<file path="config.mk">
export PLATFORM = sky130hd
export DESIGN_NAME = game_round_ctrl
export DESIGN_NICKNAME = d
export VERILOG_FILES = /design/src/rtl/game_pkg.sv /design/src/rtl/box_overlap.sv /design/src/rtl/game_round_ctrl.sv
export SDC_FILE = /design/constraint.sdc
export NUM_CORES = 1
export LEC_CHECK = 0
export BUFFER_PORTS_ARGS = -buffer_cell sky130_fd_sc_hd__buf_2
export CAP_MARGIN = 20
export CORE_ASPECT_RATIO = 1.75
export CORE_MARGIN = 3
export CORE_UTILIZATION = 53
export CTS_CLUSTER_SIZE = 28
export DETAILED_ROUTE_END_ITERATION = 12
export HOLD_SLACK_MARGIN = 0.06
export PLACE_DENSITY = 0.76
export RECOVER_POWER = 100
export SLEW_MARGIN = 0
export SYNTH_ARGS = -nofsm -noshare
export SYNTH_HDL_FRONTEND = slang
export SYNTH_SLANG_ARGS = --single-unit
</file>
<file path="constraint.sdc">
create_clock -name clk_22 -period 4.45 [get_ports clk_22]
set_input_delay 0.89 -clock clk_22 [delete_from_list [all_inputs] [get_ports clk_22]]
set_output_delay 0.89 -clock clk_22 [all_outputs]
set_load 0.005 [all_outputs]
</file>
<file path="src/rtl/game_pkg.sv">
// ============================================================================
// Module  : game_pkg
// Brief   : Shared state codes, Event bit indices, direction bits and
//           default positions for the robot/dragon round controller.
// Revision: 1.0 - initial release
// ============================================================================
`default_nettype none

package game_pkg;

    localparam int COORD_W = 10;

    typedef enum logic [2:0] {
        ST_IDLE      = 3'd0,
        ST_PLAY      = 3'd1,
        ST_DEAD      = 3'd2,
        ST_GAME_OVER = 3'd3,
        ST_WIN       = 3'd4
    } state_e;

    localparam int EV_ROBOT  = 0;
    localparam int EV_DRAGON = 1;

    // move_opr bit positions, packed {up,down,left,right}
    localparam int DIR_RIGHT = 0;
    localparam int DIR_LEFT  = 1;
    localparam int DIR_DOWN  = 2;
    localparam int DIR_UP    = 3;

    localparam logic [COORD_W-1:0] DEFAULT_START_X = 10'd40;
    localparam logic [COORD_W-1:0] DEFAULT_START_Y = 10'd40;
    localparam logic [COORD_W-1:0] DEFAULT_GOAL_X  = 10'd80;
    localparam logic [COORD_W-1:0] DEFAULT_GOAL_Y  = 10'd420;

endpackage

`default_nettype wire

</file>
<file path="src/rtl/box_overlap.sv">
// ============================================================================
// Module  : box_overlap
// Brief   : Combinational per-axis proximity test between two points.
// Revision: 1.0 - initial release
// ============================================================================
`default_nettype none

module box_overlap
    import game_pkg::*;
#(
    parameter int HIT_SIZE = 20
) (
    input  logic [COORD_W-1:0] a_x_i,
    input  logic [COORD_W-1:0] a_y_i,
    input  logic [COORD_W-1:0] b_x_i,
    input  logic [COORD_W-1:0] b_y_i,
    output logic               overlap_o
);

    localparam logic [COORD_W:0] c_thr = (COORD_W+1)'(HIT_SIZE);

    logic [COORD_W-1:0] w_dx;
    logic [COORD_W-1:0] w_dy;

    // Subtract the smaller from the larger so the distance never wraps.
    assign w_dx = (a_x_i >= b_x_i) ? (a_x_i - b_x_i) : (b_x_i - a_x_i);
    assign w_dy = (a_y_i >= b_y_i) ? (a_y_i - b_y_i) : (b_y_i - a_y_i);

    assign overlap_o = ({1'b0, w_dx} < c_thr) && ({1'b0, w_dy} < c_thr);

endmodule

`default_nettype wire

</file>
<file path="src/rtl/game_round_ctrl.sv">
// ============================================================================
// Module  : game_round_ctrl
// Brief   : Round sequencer: gates moves, detects hits/goal, counts lives.
// Revision: 1.0 - initial release
// ============================================================================
`default_nettype none

module game_round_ctrl
    import game_pkg::*;
#(
    parameter int                 LIVES         = 3,
    parameter int                 RESPAWN_TICKS = 102,
    parameter int                 INVULN_TICKS  = 50,
    parameter int                 HIT_SIZE      = 20,
    parameter logic [COORD_W-1:0] GOAL_X        = DEFAULT_GOAL_X,
    parameter logic [COORD_W-1:0] GOAL_Y        = DEFAULT_GOAL_Y
) (
    input  logic               clk_22,
    input  logic               rst,
    input  logic               start,
    input  logic [3:0]         key_opr,
    input  logic [COORD_W-1:0] r_x,
    input  logic [COORD_W-1:0] r_y,
    input  logic               show_valid,
    input  logic [COORD_W-1:0] d_x,
    input  logic [COORD_W-1:0] d_y,
    input  logic               hazard,
    output logic [3:0]         move_opr,
    output logic [1:0]         Event,
    output logic [2:0]         lives,
    output logic [2:0]         state,
    output logic               game_over,
    output logic               win
);

    localparam int CW = (RESPAWN_TICKS < 2) ? 1 : $clog2(RESPAWN_TICKS);
    localparam int IW = (INVULN_TICKS < 1) ? 1 : $clog2(INVULN_TICKS + 1);

    localparam logic [CW-1:0] c_cool_load = CW'(RESPAWN_TICKS - 1);
    localparam logic [IW-1:0] c_inv_load  = IW'(INVULN_TICKS);
    localparam logic [2:0]    c_lives     = 3'(LIVES);

    state_e        state_q, state_d;
    logic [2:0]    lives_q, lives_d;
    logic [3:0]    move_q,  move_d;
    logic [1:0]    event_q, event_d;
    logic [CW-1:0] cool_q,  cool_d;
    logic [IW-1:0] inv_q,   inv_d;

    logic w_hit_d;
    logic w_hit_g;

    box_overlap #(.HIT_SIZE(HIT_SIZE)) u_hit_dragon (
        .a_x_i     (r_x),
        .a_y_i     (r_y),
        .b_x_i     (d_x),
        .b_y_i     (d_y),
        .overlap_o (w_hit_d)
    );

    box_overlap #(.HIT_SIZE(HIT_SIZE)) u_hit_goal (
        .a_x_i     (r_x),
        .a_y_i     (r_y),
        .b_x_i     (GOAL_X),
        .b_y_i     (GOAL_Y),
        .overlap_o (w_hit_g)
    );

    always_ff @(posedge clk_22) begin
        if (!rst) begin
            state_q <= ST_IDLE;
            lives_q <= c_lives;
            move_q  <= '0;
            event_q <= '0;
            cool_q  <= '0;
            inv_q   <= '0;
        end else begin
            state_q <= state_d;
            lives_q <= lives_d;
            move_q  <= move_d;
            event_q <= event_d;
            cool_q  <= cool_d;
            inv_q   <= inv_d;
        end
    end

    always_comb begin
        state_d = state_q;
        lives_d = lives_q;
        cool_d  = cool_q;
        inv_d   = inv_q;
        event_d = '0;
        case (state_q)
            ST_IDLE, ST_GAME_OVER, ST_WIN: begin
                if (start) begin
                    state_d = ST_PLAY;
                    lives_d = c_lives;
                    inv_d   = '0;
                end
            end
            ST_PLAY: begin
                // Goal arrival takes precedence over a same-cycle hit.
                if (w_hit_g) begin
                    state_d            = ST_WIN;
                    event_d[EV_DRAGON] = 1'b1;
                end else if ((w_hit_d | hazard) & show_valid & (inv_q == '0)) begin
                    lives_d           = lives_q - 3'd1;
                    event_d[EV_ROBOT] = 1'b1;
                    if (lives_q == 3'd1) begin
                        state_d = ST_GAME_OVER;
                    end else begin
                        state_d = ST_DEAD;
                        cool_d  = c_cool_load;
                    end
                end else if (inv_q != '0) begin
                    inv_d = inv_q - IW'(1);
                end
            end
            ST_DEAD: begin
                if (cool_q == '0) begin
                    state_d = ST_PLAY;
                    inv_d   = c_inv_load;
                end else begin
                    cool_d = cool_q - CW'(1);
                end
            end
            default: state_d = ST_IDLE;
        endcase
        // Registered move follows the state it will be seen alongside.
        move_d = (state_d == ST_PLAY) ? key_opr : 4'd0;
    end

    assign move_opr  = move_q;
    assign Event     = event_q;
    assign lives     = lives_q;
    assign state     = state_q;
    assign game_over = (state_q == ST_GAME_OVER);
    assign win       = (state_q == ST_WIN);

endmodule

`default_nettype wire

</file>
==> results of run 1 <==
## worst max path at each step
| stage | cells past startpoint | startpoint | slack [ns] | end |
|---|---|---|---|---|
| after global routing | 13 | r_y[2] | 0.04 | cool_q[5]$_SDFFE_PN0P_ |
| final | 12 | r_y[4] | 0.29 | cool_q[5]$_SDFFE_PN0P_ |
| after floorplan | 14 | r_y[6] | 0.19 | cool_q[5]$_SDFFE_PN0P_ |
| after CTS | 13 | r_y[2] | 0.27 | cool_q[5]$_SDFFE_PN0P_ |
| after global placement | 13 | r_y[2] | 0.10 | cool_q[5]$_SDFFE_PN0P_ |
| after detailed placement | 13 | r_y[2] | 0.005 | cool_q[5]$_SDFFE_PN0P_ |
## state kept, by name, summed over array words and instances, names as in the netlist
| name | flops |
|---|---|
| move_opr | 4 |
| Event | 2 |
| lives | 3 |
| cool_q | 7 |
| state | 3 |
| inv_q | 6 |
## what timing repair did
item / 4_1_cts / 5_1_grt
setup endpoints to repair: 0 / 11
hold buffers: 0 / 0
gates resized for setup: 0 / 3
hold endpoints to repair: 0 / 0
## power breakdown
| group | leakage, nW | switching [mW] | internal [mW] | total [mW] |
|---|---|---|---|---|
| registers | 0.204 | 0.0186 | 0.244 | 0.262 |
| clock network | 0.0371 | 0.0810 | 0.122 | 0.203 |
| logic | 1.79 | 0.328 | 0.220 | 0.548 |
## synth_stat cells, types with 4 or more instances
library cell   n
a211oi_1      10
a21oi_1       49
a31oi_1        5
and2_1         9
and3_1         9
buf_4          5
clkbuf_1      13
dfxtp_1       25
ha_1          48
inv_1         54
mux2i_1        4
nand2_1       49
nand2b_1       5
nand3_1       18
nand3b_1       5
nand4_1        9
nor2_1        31
nor2b_1        9
nor3_1        33
nor4_1         9
o211a_1        4
o211ai_1       9
o21a_1        12
o21ai_0       35
o221ai_1       6
o22ai_1        5
or3_1         10
## cells by family (layout without fill, tap and decap cells)
kind of cell | count (synthesis) | count (layout)
simple gates | 213 | 213
compound gates | 187 | 187
buf+inv | 76 | 140
fa+ha+maj | 48 | 48
flops | 25 | 25
mux | 4 | 4
xor+xnor | 3 | 3
## worst max-delay path, cell delays in order
cell and delay, ns:
buf_2 0.13, inv_1 0.12, ha_1 0.49, nand4_4 0.15, o311a_1 0.44, a221oi_2 0.28
nor3_1 0.08, or4b_4 0.56, nor4_4 0.31, a31oi_4 0.17, a211o_1 0.40, o32ai_1 0.30
## layout make-up
cell class | count | area (um^2)
fillers | 714 | 2780
well taps | 86 | 108
flip-flops and latches | 25 | 500
clock inverters | 1 | 7.51
inverters | 54 | 203
repair buffers | 82 | 438
multi-input cells | 455 | 3120
clock buffers | 3 | 75.1
## routing by layer
layer / GRT usage / up-vias / wire length (um)
met5: 0 / - / 0
met4: 0.134 / 0 / 502
met3: 0.0200 / 39 / 532
met2: 0.483 / 170 / 6090
met1: 0.318 / 2102 / 4600
li1: - / 2204 / -
## stage by stage
step	total power, mW	hold WS (ns)	instance area, um^2	util	instances
global route	1.09	0.519	4450	0.616	706
finish	1.01	0.482	4450	0.616	706
CTS	1.01	0.486	4480	0.620	706
floorplan	0.656	0.449	3950	-	556
global placement	0.797	0.464	4400	0.608	702
detailed placement	0.807	0.477	4400	0.608	702
==> metrics.yaml, run 1 <==
leakage_nw: 2.03
crit_fanout: 9
clock_sink_count: 25
synth_largest_area_cell: "ha_1"
synth_top_area_share: 0.152
period_minus_slack_ns: 4.16
regToRegSetupSlack_ns: 1.60
setup_viol: 0
r2r_cells: 7
core-area_um2: 7230
synth_top_family_by_area: "compound AO/OA/AOI/OAI gates"
synthesis.area_um2: 3950
whs_path_depth: 1
min_to: "cool_q[6]$_SDFFE_PN0P_"
worst_slew_pin_slew_ns: 0.746
startpoint_type: "input port"
routabilityCongestion: 0.984
grt_pass1_wl_um: 19400
crit_required_ns: 4.62
layout_common_cells: "54 x inv_1, 53 x buf_2, 49 x a21oi_1, 49 x nand2_1, 48 x ha_1"
die_x_um: 71.3
worst_r2r_endpoint: "cool_q[5]$_SDFFE_PN0P_"
status: "finished clean"
crit_arrival_ns: 4.33
fmax_ghz: 0.240
dp_hpwl_um: 9670
ir_drop_v: 0.000105
grt_util_all_layers: 0.271
hold_path_class: "reg2reg"
yosys_register_bits: 25
grt_start_max_net_pins: 17
synthAdderAreaFrac: 0.152
numCtsBuffers: 3
place_ws_ns: 0.00536
ys_warn_count: 0
drv_cap: 0
ios: 63
final_layout_size_suffix_gt1_frac: 0.148
synthArstFlopShare: 0
synth-seq-area-share: 0.127
hold_viol: 0
finalWorstSetupSlack_ns: 0.286
num_vias: 4515
synthSimpleGateAreaFrac: 0.288
clockBufferDepth: 2
layout.nets: 718
slew_headroom: 0.502
tritoncts: "built"
synth_ff_type: "dfxtp_1"
syn_inst: 556
area_growth_pct: 12.7
start_util: 0.546
antenna_cells: 0
synth_compound_area_frac: 0.335
wl_per_cell_um: 16.6
io_buffer_count: 62
cp-end-kind: "flip-flop"
yosysUniqueCellTypes: 72
drc_errors: 0
critPathKind: "in2reg"
syn_nets: 653
ant_nets: 0
die_h_um: 120
gr-total-overflow: 0
slew_viol_final: 0
fin_skew_ns: 0.00612
r2r_start: "state[1]$_SDFF_PN0_"
cts_setup_buffers: 0
cts-root-buf: "clkbuf_16"
drt_pre_antenna_iters: 5
finalWirelength_um: 11700
synth_mux_area_frac: 0.0101
synth_xor_area_frac: 0.00665
pwr_density_cell_nw_per_um2: 227
clock_latency_ns: 0.26
dieArea_um2: 8570
std_cell_rows: 41
clk_pin_slew_ns: 0.07
synth_edf_count: 0
synth_area_per_cell_um2: 7.10
antenna_found_initial: 0
layout.cells.most_common: "inv_1"
first_iter_violations: 322
h-tree-depth: 1
rsz0062_at_grt: "false"
min_from: "cool_q[6]$_SDFFE_PN0P_"
fin_crit_sh: 0.936
fin_tns_setup_ns: 0
via_per_inst: 6.40
synth_area_leaders: "ha_1 15%, dfxtp_1 13%, a21oi_1 6.2%, inv_1 5.1%, nand2_1 4.7%"
grt_pass1_vias: 4274
(Power assumes the default switching activity.)
==> run 2, diff against run 1 <==
--- a/config.mk
+++ b/config.mk
@@ -10,9 +10,11 @@
 export CORE_ASPECT_RATIO = 1.75
 export CORE_MARGIN = 3
 export CORE_UTILIZATION = 53
+export CTS_BUF_LIST = sky130_fd_sc_hd__clkbuf_16
 export CTS_CLUSTER_SIZE = 28
 export DETAILED_ROUTE_END_ITERATION = 12
 export HOLD_SLACK_MARGIN = 0.06
+export MAX_ROUTING_LAYER = met4
 export PLACE_DENSITY = 0.76
 export RECOVER_POWER = 100
 export SLEW_MARGIN = 0
==> run 2 against run 1 <==
Effect of this change: power increased by 1.1%; sequential share of layout area down 0.12 points; routed wire length grew 3.3%; non-clock buffer count grew 8; clock power about the same; utilization increased by 0.64 points; count of clock-buffer cells in the layout is the same; fmax up 1.1%; first-iteration DRC count shrank 27%; final cell count increased by 1.1%; hold slack got worse by 0.0012 ns; combinational power grew 2%; critical path type unchanged; critical endpoint unchanged.
==> metrics.yaml, run 2 (same netlist as run 1, synthesis figures left out) <==
num_vias: 4527  # was 4515
dp_cells: 710  # was 702
crit_required_ns: 4.62  # about the same
io_buffer_count: 62  # unchanged
fill_cells: 722  # was 714
place_ws_ns: 0.0459  # was 0.00536 ns
swShare: 0.424  # was 0.422
hold_viol: 0  # unchanged
min_from: "cool_q[6]$_SDFFE_PN0P_"  # unchanged
ir_drop_v: 0.000147  # was 0.000105 V
clk_pin_slew_ns: 0.06  # was 0.07 ns
layout.cells.most_common: "inv_1"  # unchanged
ctsResizeCount: 0  # unchanged
final_layout_size_suffix_gt1_frac: 0.153  # was 0.148
finalWorstSetupSlack_ns: 0.333  # was 0.286 ns
die_x_um: 71.3  # unchanged
whs_path_depth: 1  # unchanged
clock_sink_count: 25  # unchanged
std_cell_rows: 41  # unchanged
area_growth_pct: 13.9  # was 12.7%
leakage_nw: 2.06  # was 2.03 nW
grt_util_all_layers: 0.288  # was 0.271
grt_pass1_wl_um: 20000  # was 19400 um
h-tree-depth: 1  # unchanged
finalWirelength_um: 12100  # was 11700 um
power_mw: 1.02  # was 1.01 mW
start_util: 0.546  # unchanged
fmax_ghz: 0.243  # was 0.240 GHz
hold_buffers: 0  # unchanged
p_comb_frac: 0.547  # was 0.541
status: "finished clean"  # unchanged
pwr-share-clk: 0.197  # was 0.200
setup_viol: 0  # unchanged
drv_cap: 0  # unchanged
fin_cells: 714  # was 706
core-area_um2: 7230  # unchanged
dp_hpwl_um: 10100  # was 9670 um
fin_tns_setup_ns: 0  # unchanged
r2r_start: "inv_q[1]$_SDFFE_PN0P_"  # was state[1]$_SDFF_PN0_
antenna_cells: 0  # unchanged
slew_headroom: 0.521  # was 0.502
rsz0062_at_grt: "false"  # unchanged
internal_power_mw: 0.590  # was 0.585 mW
r2r_cells: 9  # was 7
regMostFlops: "cool_q"  # unchanged
grt_pass1_vias: 4419  # was 4274
gr-total-overflow: 0  # unchanged
cp-end-kind: "flip-flop"  # unchanged
cts-root-buf: "clkbuf_16"  # unchanged
worst_slew_pin_slew_ns: 0.717  # was 0.746 ns
dieArea_um2: 8570  # unchanged
via_per_inst: 6.34  # was 6.40
utilization: 0.622  # was 0.616
clockBufferDepth: 2  # unchanged
period_minus_slack_ns: 4.12  # was 4.16 ns
regToRegSetupSlack_ns: 1.64  # was 1.60 ns
numCtsBuffers: 3  # unchanged
seqPwrFrac: 0.256  # was 0.259
switchingPower_mw: 0.435  # was 0.428 mW
clock_latency_ns: 0.26  # about the same
fin_crit_sh: 0.925  # was 0.936
drt_pre_antenna_iters: 5  # unchanged
startpoint_type: "input port"  # unchanged
hold_path_class: "reg2reg"  # unchanged
tritoncts: "built"  # unchanged
layout_common_cells: "54 x inv_1, 51 x buf_2, 49 x a21oi_1, 49 x nand2_1, 48 x ha_1"  # was 54 x inv_1, 53 x buf_2, 49 x a21oi_1, 49 x nand2_1, 48 x ha_1
grt_start_max_net_pins: 17  # unchanged
worst_r2r_endpoint: "cool_q[5]$_SDFFE_PN0P_"  # unchanged
layout.nets: 726  # was 718
routabilityCongestion: 0.967  # was 0.984
min_to: "cool_q[6]$_SDFFE_PN0P_"  # unchanged
wl_per_cell_um: 17.0  # was 16.6 um
first_iter_violations: 234  # was 322
area.sequential_um2: 500  # unchanged
critPathKind: "in2reg"  # unchanged
ios: 63  # unchanged
antenna_found_initial: 0  # unchanged
ant_nets: 0  # unchanged
largest_reg_flops: 7  # unchanged
cts_setup_buffers: 0  # unchanged
multiInputGateArea_um2: 3120  # about the same
crit_arrival_ns: 4.28  # was 4.33 ns
drc_errors: 0  # unchanged
die_h_um: 120  # unchanged
pwr_density_cell_nw_per_um2: 228  # was 227 nW/um^2
crit_fanout: 9  # unchanged
slew_viol_final: 0  # unchanged
fin_skew_ns: 0.00231  # was 0.00612 ns
-- run 2: cell types whose count changed in the layout (fill, tap and decap cells not counted), sizes merged --
cell      delta
buf          +5
clkbuf       +3
clkinv       +1
clkinvlp     -1
-- run 2: worst max path at each step --
stage / startpoint / to / slack [ns]
floorplan: r_y[6] / cool_q[5]$_SDFFE_PN0P_ / 0.19
global placement: r_y[2] / cool_q[5]$_SDFFE_PN0P_ / 0.14
detailed placement: r_y[2] / cool_q[5]$_SDFFE_PN0P_ / 0.05
CTS: r_y[2] / cool_q[5]$_SDFFE_PN0P_ / 0.32
global route: r_y[2] / cool_q[6]$_SDFFE_PN0P_ / 0.06
finish: r_y[4] / cool_q[5]$_SDFFE_PN0P_ / 0.33
-- run 2: cell type report --
class                           instances  area share
Clock inverter                          1     0.00111
Clock buffer                            3      0.0167
Tap cell                               86      0.0239
Timing Repair Buffer                   90       0.109
Sequential cell                        25       0.111
Inverter                               54      0.0450
Multi-Input combinational cell        455       0.693
-- run 2: stage by stage --
step | area (um^2) | hold WS [ns]
6_report | 4500 | 0.481
2_1_floorplan | 3950 | 0.449
3_5_place_dp | 4460 | 0.475
5_1_grt | 4500 | 0.504
3_3_place_gp | 4460 | 0.465
4_1_cts | 4540 | 0.484
-- run 2: critical path, cell delays in order --
cell and delay (ns):
buf_2 0.14, inv_1 0.11, ha_1 0.48, nand4_4 0.15
o311a_1 0.43, a221oi_2 0.29, nor3_1 0.09, or4b_4 0.55
nor4_4 0.30, a31oi_4 0.17, a211o_1 0.39, o32ai_1 0.29
-- run 2: power by group through the flow --
stage               logic [mW]  registers (mW)  clock network [mW]
floorplan                0.395           0.261                   0
global placement         0.544           0.266                   0
detailed placement       0.553           0.267                   0
CTS                      0.558           0.262               0.203
global route             0.623           0.264               0.210
finish                   0.560           0.262               0.202
-- run 2: per-layer routing --
metal | track usage | share of wire | up-vias
li1 | - | - | 2222
met1 | 0.300 | 0.38 | 2090
met2 | 0.532 | 0.54 | 173
met3 | 0.0275 | 0.050 | 42
met4 | 0.131 | 0.036 | 0
met5 | - | 0 | -
==> run 3, diff against run 2 <==
--- a/config.mk
+++ b/config.mk
@@ -17,6 +17,7 @@
 export MAX_ROUTING_LAYER = met4
 export PLACE_DENSITY = 0.76
 export RECOVER_POWER = 100
+export SETUP_SLACK_MARGIN = 0.5
 export SLEW_MARGIN = 0
 export SYNTH_ARGS = -nofsm -noshare
 export SYNTH_HDL_FRONTEND = slang
==> run 3 against run 2 <==
Effect of this change: non-clock buffer count increased by 10; largest cell class unchanged; largest power group unchanged; routed wire length increased by 10%; setup slack improved by 0.12 ns; first-iteration DRC count increased by 48%; fmax increased by 3.1%.
==> metrics.yaml, run 3 (same netlist as run 1, synthesis figures left out) <==
num_vias: 4690  # was 4527
leakage_nw: 2.16  # was 2.06 nW
final_layout_size_suffix_gt1_frac: 0.223  # was 0.153
crit_arrival_ns: 4.14  # was 4.28 ns
ant_nets: 0  # unchanged
grt_pass1_wl_um: 21100  # was 20000 um
antenna_cells: 0  # unchanged
period_minus_slack_ns: 3.99  # was 4.12 ns
hold_buffers: 0  # unchanged
pwr_density_cell_nw_per_um2: 230  # was 228 nW/um^2
wl_per_cell_um: 18.4  # was 17.0 um
setup_viol: 0  # unchanged
finalWorstSetupSlack_ns: 0.456  # was 0.333 ns
wl_met3_um: 490  # was 605 um
die_x_um: 71.3  # unchanged
dp_cells: 707  # was 710
power_mw: 1.11  # was 1.02 mW
layout.nets: 736  # was 726
antenna_found_initial: 0  # unchanged
status: "finished clean"  # unchanged
whs_path_depth: 2  # was 1
first_iter_violations: 347  # was 234
drc_errors: 0  # unchanged
tritoncts: "built"  # unchanged
hold_viol: 0  # unchanged
io_buffer_count: 62  # unchanged
gr-total-overflow: 0  # unchanged
critPathBufInv: 5  # was 2
dp_hpwl_um: 10500  # was 10100 um
slowest_delay_ns: 0.47  # was 0.55 ns
crit_family: "compound AO/OA/AOI/OAI gates"  # unchanged
utilization: 0.670  # was 0.622
slew_viol_final: 0  # unchanged
regMostFlops: "cool_q"  # unchanged
dieArea_um2: 8570  # unchanged
place_area_um2: 4450  # was 4460 um^2
wl_met1_um: 4850  # was 4570 um
grt_pass1_vias: 4591  # was 4419
cp-end-kind: "flip-flop"  # unchanged
dr_wl_met2_um: 7300  # was 6510 um
worst_slew_pin_slew_ns: 0.676  # was 0.717 ns
finalInstanceArea_um2: 4840  # was 4500 um^2
fmax_ghz: 0.250  # was 0.243 GHz
rsz0062_at_grt: "true"  # was false
critPathKind: "in2reg"  # unchanged
fin_crit_sh: 0.897  # was 0.925
highest_layer: "met4"  # unchanged
drt_pre_antenna_iters: 5  # unchanged
clock_latency_ns: 0.27  # was 0.26 ns
layout_common_cells: "50 x buf_2, 49 x nand2_1, 49 x inv_1"  # was 54 x inv_1, 51 x buf_2, 49 x a21oi_1, 49 x nand2_1, 48 x ha_1
largest_reg_flops: 7  # unchanged
fin_skew_ns: 0.00270  # was 0.00231 ns
place_ws_ns: -0.118  # was 0.0459 ns
numCtsBuffers: 3  # unchanged
routabilityCongestion: 0.949  # was 0.967
grt_util_all_layers: 0.307  # was 0.288
area_growth_pct: 22.6  # was 13.9%
slowest_stage: "nor4b_1"  # was or4b_4
hold_path_class: "reg2reg"  # unchanged
clk_pin_slew_ns: 0.06  # about the same
worst-path-stages: 15  # was 12
die_h_um: 120  # unchanged
std_cell_rows: 41  # unchanged
drv_cap: 0  # unchanged
r2r_cells: 7  # was 9
clockBufferDepth: 2  # unchanged
fin_cells: 724  # was 714
finalWirelength_um: 13300  # was 12100 um
layout.cells.most_common: "buf_2"  # was inv_1
via_per_inst: 6.48  # was 6.34
startpoint_type: "input port"  # unchanged
slew_headroom: 0.548  # was 0.521
crit_fanout: 6  # was 9
core-area_um2: 7230  # unchanged
ir_drop_v: 0.000123  # was 0.000147 V
grt_start_max_net_pins: 17  # unchanged
h-tree-depth: 1  # unchanged
worstPathCellList: "clkbuf_1 -> inv_1 -> clkbuf_1 -> ha_1 -> inv_1 -> a21oi_1 -> o21ba_2 -> mux2i_1 -> o2111ai_1 -> nor4b_1 -> buf_4 -> nand3_1 -> nand2_1 -> a211o_1 -> o21ai_0"  # was buf_2 -> inv_1 -> ha_1 -> nand4_4 -> o311a_1 -> a221oi_2 -> nor3_1 -> or4b_4 -> nor4_4 -> a31oi_4 -> a211o_1 -> o32ai_1
ios: 63  # unchanged
crit_required_ns: 4.60  # was 4.62 ns
cts-root-buf: "clkbuf_16"  # unchanged
clock_sink_count: 25  # unchanged
start_util: 0.546  # unchanged
run 3: changes by cell type in the layout (fill, tap and decap cells not counted), sizes merged:
cell      delta
clkinv       -1
buf         +12
clkinvlp     +1
clkbuf       -2
run 3: where the power goes:
group	switching (mW)	leakage [nW]	internal, mW
Combinational	0.372	1.92	0.271
Sequential	0.0193	0.204	0.244
Clock	0.0864	0.0371	0.122
Total	0.478	2.16	0.637
run 3: final timing paths:
path / from / endpoint / slack, ns
hold reg to reg: cool_q[5]$_SDFFE_PN0P_ / cool_q[5]$_SDFFE_PN0P_ / 0.49
setup / recovery: r_x[4] / cool_q[0]$_SDFFE_PN0P_ / 0.46
hold / removal: cool_q[5]$_SDFFE_PN0P_ / cool_q[5]$_SDFFE_PN0P_ / 0.49
setup reg to reg: state[1]$_SDFF_PN0_ / cool_q[5]$_SDFFE_PN0P_ / 1.77
run 3: worst register-to-register path, cell delays in order (launching register included):
cell     delay (ns)
dfxtp_1        0.46
nor2b_1        0.28
nor2b_1        0.60
o21ai_0        0.17
a21oi_1        0.24
nand2_1        0.19
a211o_1        0.42
o32ai_1        0.24
run 3: per-stage QoR:
stage	hold slack [ns]	setup TNS, ns
2_1_floorplan	0.449	0
3_3_place_gp	0.467	-0.195
3_5_place_dp	0.482	-0.892
4_1_cts	0.492	0
5_1_grt	0.522	0
6_report	0.489	0
run 3: per-layer routing:
metal  global-route usage  vias to the layer above
met1                0.306                     2221
met3               0.0225                       56
li1                     -                     2243
met2                0.582                      170
met4                0.149                        0
met5                    -                        -
run 3: layout make-up:
cell class                      instances  area [um^2]
Fill cell                             662         2390
Clock inverter                          1         7.51
Timing Repair Buffer                  100          592
Inverter                               54          205
Multi-Input combinational cell        455         3360
Sequential cell                        25          500
Tap cell                               86          108
Clock buffer                            3         75.1
run 3: timing repair:
action,4_1_cts,5_1_grt
resized for setup,16,41
hold endpoints to repair,0,0
setup endpoints to repair,23,23
pin swaps,5,20
buffers inserted,3,10
